--- src/rtl/bnn_dot_word_feeder_pkg.sv ---
// Shared defaults, result width and FSM state type for the BNN dot-product word feeder.
package bnn_dot_word_feeder_pkg;

    localparam int unsigned WORD_W_DEF = 32;
    localparam int unsigned ADDR_W_DEF = 10;
    localparam int unsigned LEN_W_DEF  = 8;
    localparam int unsigned ACC_W      = 32;

    typedef enum logic [2:0] {
        S_IDLE,
        S_START,
        S_STREAM,
        S_WAIT_DONE,
        S_RESP
    } feed_state_t;

endpackage

--- src/rtl/bnn_feed_addr_ctr.sv ---
// Activation/weight read-address generator: loads bases, walks len words with modulo wrap,
// and delays the read strobe/last flag one cycle so they line up with SRAM read data.
module bnn_feed_addr_ctr
    import bnn_dot_word_feeder_pkg::*;
#(
    parameter int unsigned ADDR_W = ADDR_W_DEF,
    parameter int unsigned LEN_W  = LEN_W_DEF
) (
    input  logic              clk,
    input  logic              rst_n,
    input  logic              load,
    input  logic [ADDR_W-1:0] a_base,
    input  logic [ADDR_W-1:0] w_base,
    input  logic [LEN_W-1:0]  len,
    output logic              rd_en,
    output logic [ADDR_W-1:0] a_addr,
    output logic [ADDR_W-1:0] w_addr,
    output logic              rd_last,
    output logic              word_valid,
    output logic              last_word
);

    logic [LEN_W-1:0] idx;
    logic [LEN_W-1:0] len_m1;

    assign rd_last = rd_en && (idx == len_m1);

    always_ff @(posedge clk or negedge rst_n) begin
        if (!rst_n) begin
            rd_en      <= 1'b0;
            a_addr     <= '0;
            w_addr     <= '0;
            idx        <= '0;
            len_m1     <= '0;
            word_valid <= 1'b0;
            last_word  <= 1'b0;
        end else begin
            word_valid <= rd_en;
            last_word  <= rd_last;
            if (load) begin
                rd_en  <= 1'b1;
                a_addr <= a_base;
                w_addr <= w_base;
                idx    <= '0;
                len_m1 <= len - LEN_W'(1);
            end else if (rd_en) begin
                if (rd_last) begin
                    rd_en <= 1'b0;
                end else begin
                    idx    <= idx + LEN_W'(1);
                    a_addr <= a_addr + ADDR_W'(1);
                    w_addr <= w_addr + ADDR_W'(1);
                end
            end
        end
    end

endmodule

--- src/rtl/bnn_dot_word_feeder.sv ---
// Command-driven streamer feeding the XNOR-popcount dot unit from activation/weight SRAMs.
// Optional threshold sign output enabled by defining BNN_FEED_SIGN_OUT_EN.
module bnn_dot_word_feeder
    import bnn_dot_word_feeder_pkg::*;
#(
    parameter int unsigned WORD_W = WORD_W_DEF,
    parameter int unsigned ADDR_W = ADDR_W_DEF,
    parameter int unsigned LEN_W  = LEN_W_DEF
) (
    input  logic                    clk,
    input  logic                    rst_n,
    input  logic                    cmd_valid,
    output logic                    cmd_ready,
    input  logic [ADDR_W-1:0]       cmd_a_base,
    input  logic [ADDR_W-1:0]       cmd_w_base,
    input  logic [LEN_W-1:0]        cmd_len,
`ifdef BNN_FEED_SIGN_OUT_EN
    input  logic signed [ACC_W-1:0] cmd_thresh,
`endif
    output logic                    a_rd_en,
    output logic [ADDR_W-1:0]       a_addr,
    input  logic [WORD_W-1:0]       a_rdata,
    output logic                    w_rd_en,
    output logic [ADDR_W-1:0]       w_addr,
    input  logic [WORD_W-1:0]       w_rdata,
    output logic                    dot_start,
    output logic [WORD_W-1:0]       dot_a_word,
    output logic [WORD_W-1:0]       dot_w_word,
    output logic                    dot_word_valid,
    output logic                    dot_last_word,
    input  logic                    dot_done,
    input  logic signed [ACC_W-1:0] dot_acc,
    output logic                    rsp_valid,
    input  logic                    rsp_ready,
`ifdef BNN_FEED_SIGN_OUT_EN
    output logic                    rsp_bit,
`endif
    output logic signed [ACC_W-1:0] rsp_acc
);

    feed_state_t state;
    feed_state_t state_next;
    logic        accept;
    logic        capture;
    logic        len_zero;
    logic        rd_en;
    logic        rd_last;

    assign len_zero   = (cmd_len == '0);
    assign a_rd_en    = rd_en;
    assign w_rd_en    = rd_en;
    assign dot_a_word = a_rdata;
    assign dot_w_word = w_rdata;

    bnn_feed_addr_ctr #(
        .ADDR_W (ADDR_W),
        .LEN_W  (LEN_W)
    ) u_addr_ctr (
        .clk        (clk),
        .rst_n      (rst_n),
        .load       (accept && !len_zero),
        .a_base     (cmd_a_base),
        .w_base     (cmd_w_base),
        .len        (cmd_len),
        .rd_en      (rd_en),
        .a_addr     (a_addr),
        .w_addr     (w_addr),
        .rd_last    (rd_last),
        .word_valid (dot_word_valid),
        .last_word  (dot_last_word)
    );

    always_comb begin
        state_next = state;
        accept     = 1'b0;
        capture    = 1'b0;
        unique case (state)
            S_IDLE: begin
                if (cmd_valid && cmd_ready) begin
                    accept     = 1'b1;
                    state_next = len_zero ? S_RESP : S_START;
                end
            end
            S_START:     state_next = rd_last ? S_WAIT_DONE : S_STREAM;
            S_STREAM:    if (rd_last) state_next = S_WAIT_DONE;
            S_WAIT_DONE: begin
                if (dot_done) begin
                    capture    = 1'b1;
                    state_next = S_RESP;
                end
            end
            S_RESP:      if (rsp_ready) state_next = S_IDLE;
            default:     state_next = S_IDLE;
        endcase
    end

    always_ff @(posedge clk or negedge rst_n) begin
        if (!rst_n) state <= S_IDLE;
        else        state <= state_next;
    end

    // Strobes are registered from the next state so each is high exactly while its state is.
    always_ff @(posedge clk or negedge rst_n) begin
        if (!rst_n) begin
            cmd_ready <= 1'b0;
            dot_start <= 1'b0;
            rsp_valid <= 1'b0;
            rsp_acc   <= '0;
        end else begin
            cmd_ready <= (state_next == S_IDLE);
            dot_start <= (state_next == S_START);
            rsp_valid <= (state_next == S_RESP);
            if (accept && len_zero) rsp_acc <= '0;
            else if (capture)       rsp_acc <= dot_acc;
        end
    end

`ifdef BNN_FEED_SIGN_OUT_EN
    logic signed [ACC_W-1:0] thresh_q;

    always_ff @(posedge clk or negedge rst_n) begin
        if (!rst_n) begin
            thresh_q <= '0;
            rsp_bit  <= 1'b0;
        end else if (accept) begin
            thresh_q <= cmd_thresh;
            if (len_zero) rsp_bit <= (cmd_thresh <= 0);
        end else if (capture) begin
            rsp_bit <= (dot_acc >= thresh_q);
        end
    end
`endif

endmodule

--- config.mk ---
export PLATFORM = sky130hd
export DESIGN_NAME = bnn_dot_word_feeder
export DESIGN_NICKNAME = d
export VERILOG_FILES = /design/src/rtl/bnn_dot_word_feeder_pkg.sv /design/src/rtl/bnn_feed_addr_ctr.sv /design/src/rtl/bnn_dot_word_feeder.sv
export SDC_FILE = /design/constraint.sdc
export NUM_CORES = 1
export LEC_CHECK = 0
export ABC_CLOCK_PERIOD_IN_PS = 1680
export CAP_MARGIN = 5
export CORE_UTILIZATION = 34
export DETAILED_ROUTE_END_ITERATION = 8
export GPL_TIMING_DRIVEN = 0
export PLACE_DENSITY = 0.77
export REMOVE_ABC_BUFFERS = 1
export SETUP_SLACK_MARGIN = 0.3
export SKIP_CTS_REPAIR_TIMING = 1
export SLEW_MARGIN = 20
export SYNTH_ARGS = -nofsm -noshare
export SYNTH_HDL_FRONTEND = slang
export SYNTH_SLANG_ARGS = --single-unit
--- constraint.sdc ---
create_clock -name clk -period 1.68 [get_ports clk]
set_input_delay 0.42 -clock clk [delete_from_list [all_inputs] [get_ports clk]]
set_output_delay 0.42 -clock clk [all_outputs]
set_load 0.01 [all_outputs]
# Yosys cells after proc, flatten, opt, wreduce, memory -nomap -nowiden
# Index checks and enable logic that the tools add are counted.
dict set report word_totals {
  register_bits 77
  inputBits 129
  out_inout_bits 123
  elab_cells 60
}
dict set report classes {
  n_addsub 4
  n_eq_ne 8
  n_mux 25
  n_reduce_logical 11
}
# op n
set ops {}
lappend ops {{2-to-1 mux 32 bit} 2}
lappend ops {{2-to-1 mux 10 bit} 6}
lappend ops {{2-to-1 mux 8 bit} 3}
lappend ops {{adder 10 x 1 -> 10 bit (second input constant)} 2}
lappend ops {{2-to-1 mux 3 bit} 5}
lappend ops {{case mux 3 bit (5 select lines)} 1}
lappend ops {{adder 8 x 1 -> 8 bit (second input constant)} 1}
lappend ops {{== test 8 bit} 1}
lappend ops {{logical NOT 8 bit} 1}
lappend ops {{2-to-1 mux 1 bit} 8}
lappend ops {{subtractor 8 x 1 -> 8 bit (second input constant)} 1}
lappend ops {{== test 3 x 1 -> 1 bit (second input constant)} 2}
lappend ops {{== test 3 x 2 -> 1 bit (second input constant)} 2}
lappend ops {{== test 3 bit (second input constant)} 2}
lappend ops {{logical NOT 3 bit} 2}
lappend ops {{logical AND 1 bit} 4}
lappend ops {{nonzero test 2 bit} 2}
lappend ops {{inequality test 2 x 1 -> 1 bit (second input constant)} 1}
lappend ops {{AND reduction 2 bit} 1}
lappend ops {{logical NOT 1 bit} 1}

# Depth between registers and ports, before layout
dict set report logic_depth {
  ltp_word 6
  mapped_depth 9
  depth_no_buf 7
}

# By module
# From an unflattened synthesis, not the netlist that was laid out.
dict set report unflattened {
  hier_cells 462
  area_unflattened_um2 4240.3
}
# module n_inst cells_each area_per_inst_um2 seq_area_each_um2
set modules_own_cells {}
lappend modules_own_cells {bnn_feed_addr_ctr 1 226 2142.1 975.9}
lappend modules_own_cells {bnn_dot_word_feeder 1 236 2098.3 950.9}

# Least setup slack after synthesis
# Ideal clock, no wire load.
dict set report synth_path {
  path_type {register -> register}
  start {register u_addr_ctr.idx[2]}
  end {register u_addr_ctr.w_addr[1]}
  setup_time_ns 0.137
  arrival_ns 1.556
  required_time_ns 1.543
  slack_ns -0.014
  path_stages_with_launch 8
  path_buffers 2
  synth_period_minus_slack_ns 1.694
  path_cell_list {dfrtp_1 -> buf_2 -> xnor2_1 -> nand4_2 -> o21ai_4 -> buf_6 -> mux2i_1 -> a21oi_1}
}
dict set report synth_between {
  elab_chain_cells 4
}
# item line
set synth_rtl {}
lappend synth_rtl {{start, declared} bnn_feed_addr_ctr.sv:23} ;# logic [LEN_W-1:0] idx;
lappend synth_rtl {{start signal, assigned} bnn_feed_addr_ctr.sv:50} ;# idx <= idx + LEN_W'(1);
lappend synth_rtl {{== test 8 bit} bnn_feed_addr_ctr.sv:26} ;# assign rd_last = rd_en && (idx == len_m1);
lappend synth_rtl {{logical AND 1 bit} bnn_feed_addr_ctr.sv:26}
lappend synth_rtl {{inequality test 2 x 1 -> 1 bit (no line)} n/a}
lappend synth_rtl {{AND reduction 2 bit (no line)} n/a}
lappend synth_rtl {{end signal, assigned} bnn_feed_addr_ctr.sv:43} ;# w_addr <= w_base;
lappend synth_rtl {{end signal, assigned} bnn_feed_addr_ctr.sv:52} ;# w_addr <= w_addr + ADDR_W'(1);
lappend synth_rtl {{end, declared} bnn_feed_addr_ctr.sv:17} ;# output logic [ADDR_W-1:0] w_addr,
# Every way passes these cells.
# A chain may end at the register's enable or synchronous reset.

# Worst setup path after layout
dict set report layout_path {
  start {register u_addr_ctr.idx[3]}
  end {register u_addr_ctr.a_addr[4]}
}
dict set report layout_between {
  elab_chain_cells 4
}
# item line
set layout_rtl {}
lappend layout_rtl {{== test 8 bit} bnn_feed_addr_ctr.sv:26}
lappend layout_rtl {{logical AND 1 bit} bnn_feed_addr_ctr.sv:26}
lappend layout_rtl {{inequality test 2 x 1 -> 1 bit (no line)} n/a}
lappend layout_rtl {{AND reduction 2 bit (no line)} n/a}
lappend layout_rtl {{end signal, assigned} bnn_feed_addr_ctr.sv:42} ;# a_addr <= a_base;
lappend layout_rtl {{end signal, assigned} bnn_feed_addr_ctr.sv:51} ;# a_addr <= a_addr + ADDR_W'(1);
lappend layout_rtl {{end, declared} bnn_feed_addr_ctr.sv:16} ;# output logic [ADDR_W-1:0] a_addr,
# Every way passes these cells.

==> impl_metrics.py <==
metrics = {
    "sta": {
        "hold_viol": 0,
        "setup_tns_ns": -0.869,
        "finalHoldWorstSlack_ns": 0.000289,
        "fin_crit_ns": 1.75,
        "skew_ns": 0.00807,
        "setup_viol": 37,
        "relSlewSlack": 0.739,
        "post-route-period-util": 1.04,
        "setup_ws_ns": -0.0699,
        "maxSlewViolCount": 0,
        "worst_pin_slew_ns": 0.389,
        "rsz0062_at_grt": "true",
        "max_freq_ghz": 0.571,
    },
    "setup_path": {
        "arrival_ns": 2.03,
        "path_class": "reg2reg",
        "slowest_delay_ns": 0.47,
        "required_ns": 1.96,
        "cp-startpoint": "u_addr_ctr.idx[3]",
        "cp_max_fo": 18,
        "worstPathCellList": "xnor2_2 > nand4_4 > buf_12 > o21ai_4 > buf_12 > or4_1 > nand3_1",
        "critPathSlowestCell": "or4_1",
        "cpMostUsedCell": "buf_12",
        "critPathCaptureType": "flop",
        "worstReg2RegStart": "u_addr_ctr.idx[3]",
        "worst_setup_path_start_kind": "flop",
    },
    "cts": {
        "root_buffer": "clkbuf_16",
        "cts_tree": "yes",
        "cts.sinks": 77,
        "cts_buffers": 9,
        "clock_path_buffers": 2,
        "insertion_delay_ns": 0.34,
        "clk_pin_slew_ns": 0.06,
        "cts_htree_levels": 3,
    },
    "routing": {
        "vias": 3961,
        "drt_iter0_markers": 285,
        "firstDrtPassIters": 4,
        "wl_per_cell_microns": 23.0,
        "drc": 0,
        "viasPerCell": 5.36,
        "drt-total-wl_mm": 17.0,
        "antenna_left": 0,
    },
    "power_and_ir_drop": {
        "p_per_area_mw_per_mm2": 1690,
        "p_leak_nw": 3.40,
        "ir_drop_v": 0.000604,
        "p_total_mw": 11.3,
    },
    "final_layout": {
        "mostFrequentLayoutCells": "nand2_1, dfrtp_1, clkdlybuf4s50_1",
        "final_util": 0.554,
        "final_common_cell": "nand2_1",
        "antennaDiodeCount": 0,
        "finalNetCount": 721,
        "area_growth_pct": 59.3,
        "post_route_cells_drive_above_1_share": 0.326,
        "nFillCells": 1021,
    },
    "floorplanning": {
        "core_region_area_sq_mm": 0.0120,
        "row_count": 40,
        "top_level_ports": 252,
        "die_area_sq_mm": 0.0127,
        "start_util": 0.348,
        "die_h_microns": 113,
        "chipWidth_microns": 113,
    },
    "global_route": {
        "grt_pass1_wl_mm": 20.2,
        "antenna_found_initial": 0,
        "overflow": 0,
        "grt_pass1_vias": 3337,
        "grt_max_degree": 51,
        "grtUsageTotal": 0.214,
    },
    "synth": {
        "yosysUniqueCellTypes": 40,
        "netlist_instances": 464,
        "synth_enable_flop_cells": 0,
        "ys_seq_area_frac": 0.461,
        "syn_area_sq_mm": 0.00418,
        "async_flop_share": 1.00,
        "avgSynthCellArea_sq_um": 9.01,
        "ys_seq_elements": 77,
        "ys.flop_type": "dfrtp_1",
        "yosysWarnings": 0,
    },
    "status": {
        "violations": "setup timing",
        "status": "finished with violations",
    },
    "min_path": {
        "hp-class": "in2async",
    },
    "placed_design": {
        "io_buffers": 123,
        "dpl.hpwl_mm": 10.1,
        "pre_cts_ws_ns": -1.52,
        "gp_congestion": 0.798,
    },
    "run": {
        "maxCapViolations": 0,
    },
}
-- area by class of cell --
type / instances / area (sq um) / area share
clock inverter: 5 / 75.1 / 0.0113
tap: 147 / 184 / 0.0276
timing repair buffer: 189 / 2030 / 0.305
clock buffer: 11 / 233 / 0.0349
inverter: 4 / 41.3 / 0.00620
multi-input combinational: 299 / 2050 / 0.308
timing repair inverter: 7 / 104 / 0.0156
sequential: 77 / 1940 / 0.292
-- synth_stat cells, types with 5 or more instances --
cell type  instances  area [sq um]
buf_2              6          30.0
and3_1             6          37.5
o21ai_1           31           155
o211ai_1          11          82.6
buf_4             65           488
nand4_1            5          31.3
nand2_1           97           364
dfrtp_1           77          1930
clkbuf_1          14          52.6
a21oi_1           39           195
or4_1              5          37.5
xor2_1            22           193
ha_1               5          62.6
nor2_1            20          75.1
xnor2_1           11          96.3
nand3_1           13          65.1
-- power by group --
group / total (mW) / internal [mW] / leakage [nW] / switching, mW
registers: 3.44 / 2.70 / 0.953 / 0.744
clock network: 2.06 / 1.29 / 0.153 / 0.765
logic: 5.78 / 3.03 / 2.30 / 2.75
total: 11.3 / 7.03 / 3.40 / 4.26
-- logic make-up after synthesis --
group | count (synthesis) | share of synthesized area
AOI/OAI and AO/OA | 88 | 0.118
xor gates and xnor gates | 33 | 0.0691
adders and majority gates | 5 | 0.0150
buffers and inverters | 93 | 0.147
DFF | 77 | 0.461
muxes | 3 | 0.00718
and+or+nand+nor | 165 | 0.182
-- registers in the layout, summed over array words and instances (netlist names) --
register and count:
u_addr_ctr.len_m1 8, u_addr_ctr.a_addr 10, u_addr_ctr.w_addr 10, cmd_ready 1, u_addr_ctr.idx 8, rsp_acc 32, rsp_valid 1, u_addr_ctr.word_valid 1
u_addr_ctr.last_word 1, u_addr_ctr.rd_en 1, state 3, dot_start 1
-- routing by layer --
layer,GRT usage,vias up,share of wire
met4,0.0860,4,0.021
met3,0.154,29,0.14
met2,0.319,221,0.47
li1,-,1755,-
met1,0.229,1952,0.36
met5,0.0706,-,0.0072
-- through the flow --
| stage | cells | area, sq um |
|---|---|---|
| 6_report | 739 | 6660 |
| 4_1_cts | 662 | 5340 |
| 3_5_place_dp | 646 | 5030 |
| 3_3_place_gp | 645 | 4990 |
| 5_1_grt | 739 | 6660 |
| 2_1_floorplan | 375 | 3580 |
-- worst max-delay path, delay by kind of cell, from the launching register on --
kind / cells / cell delay, ns
compound gates: 1 / 0.07
xor+xnor: 1 / 0.17
buf+inv: 2 / 0.32
flops: 1 / 0.44
simple gates: 3 / 0.67
-- final timing paths --
path / slack, ns / end / cells after the start
worst max-delay path: -0.07 / u_addr_ctr.a_addr[4] / 7
worst min-delay path: 0.0003 / u_addr_ctr.idx[5] / 1
worst max register to register: -0.07 / u_addr_ctr.a_addr[4] / 7
worst min register to register: 0.51 / u_addr_ctr.len_m1[6] / 2
max in group asynchronous: 1.09 / u_addr_ctr.rd_en / 2
min in group clk: 0.33 / u_addr_ctr.len_m1[0] / 2
Power figures use the tool's default switching activity.
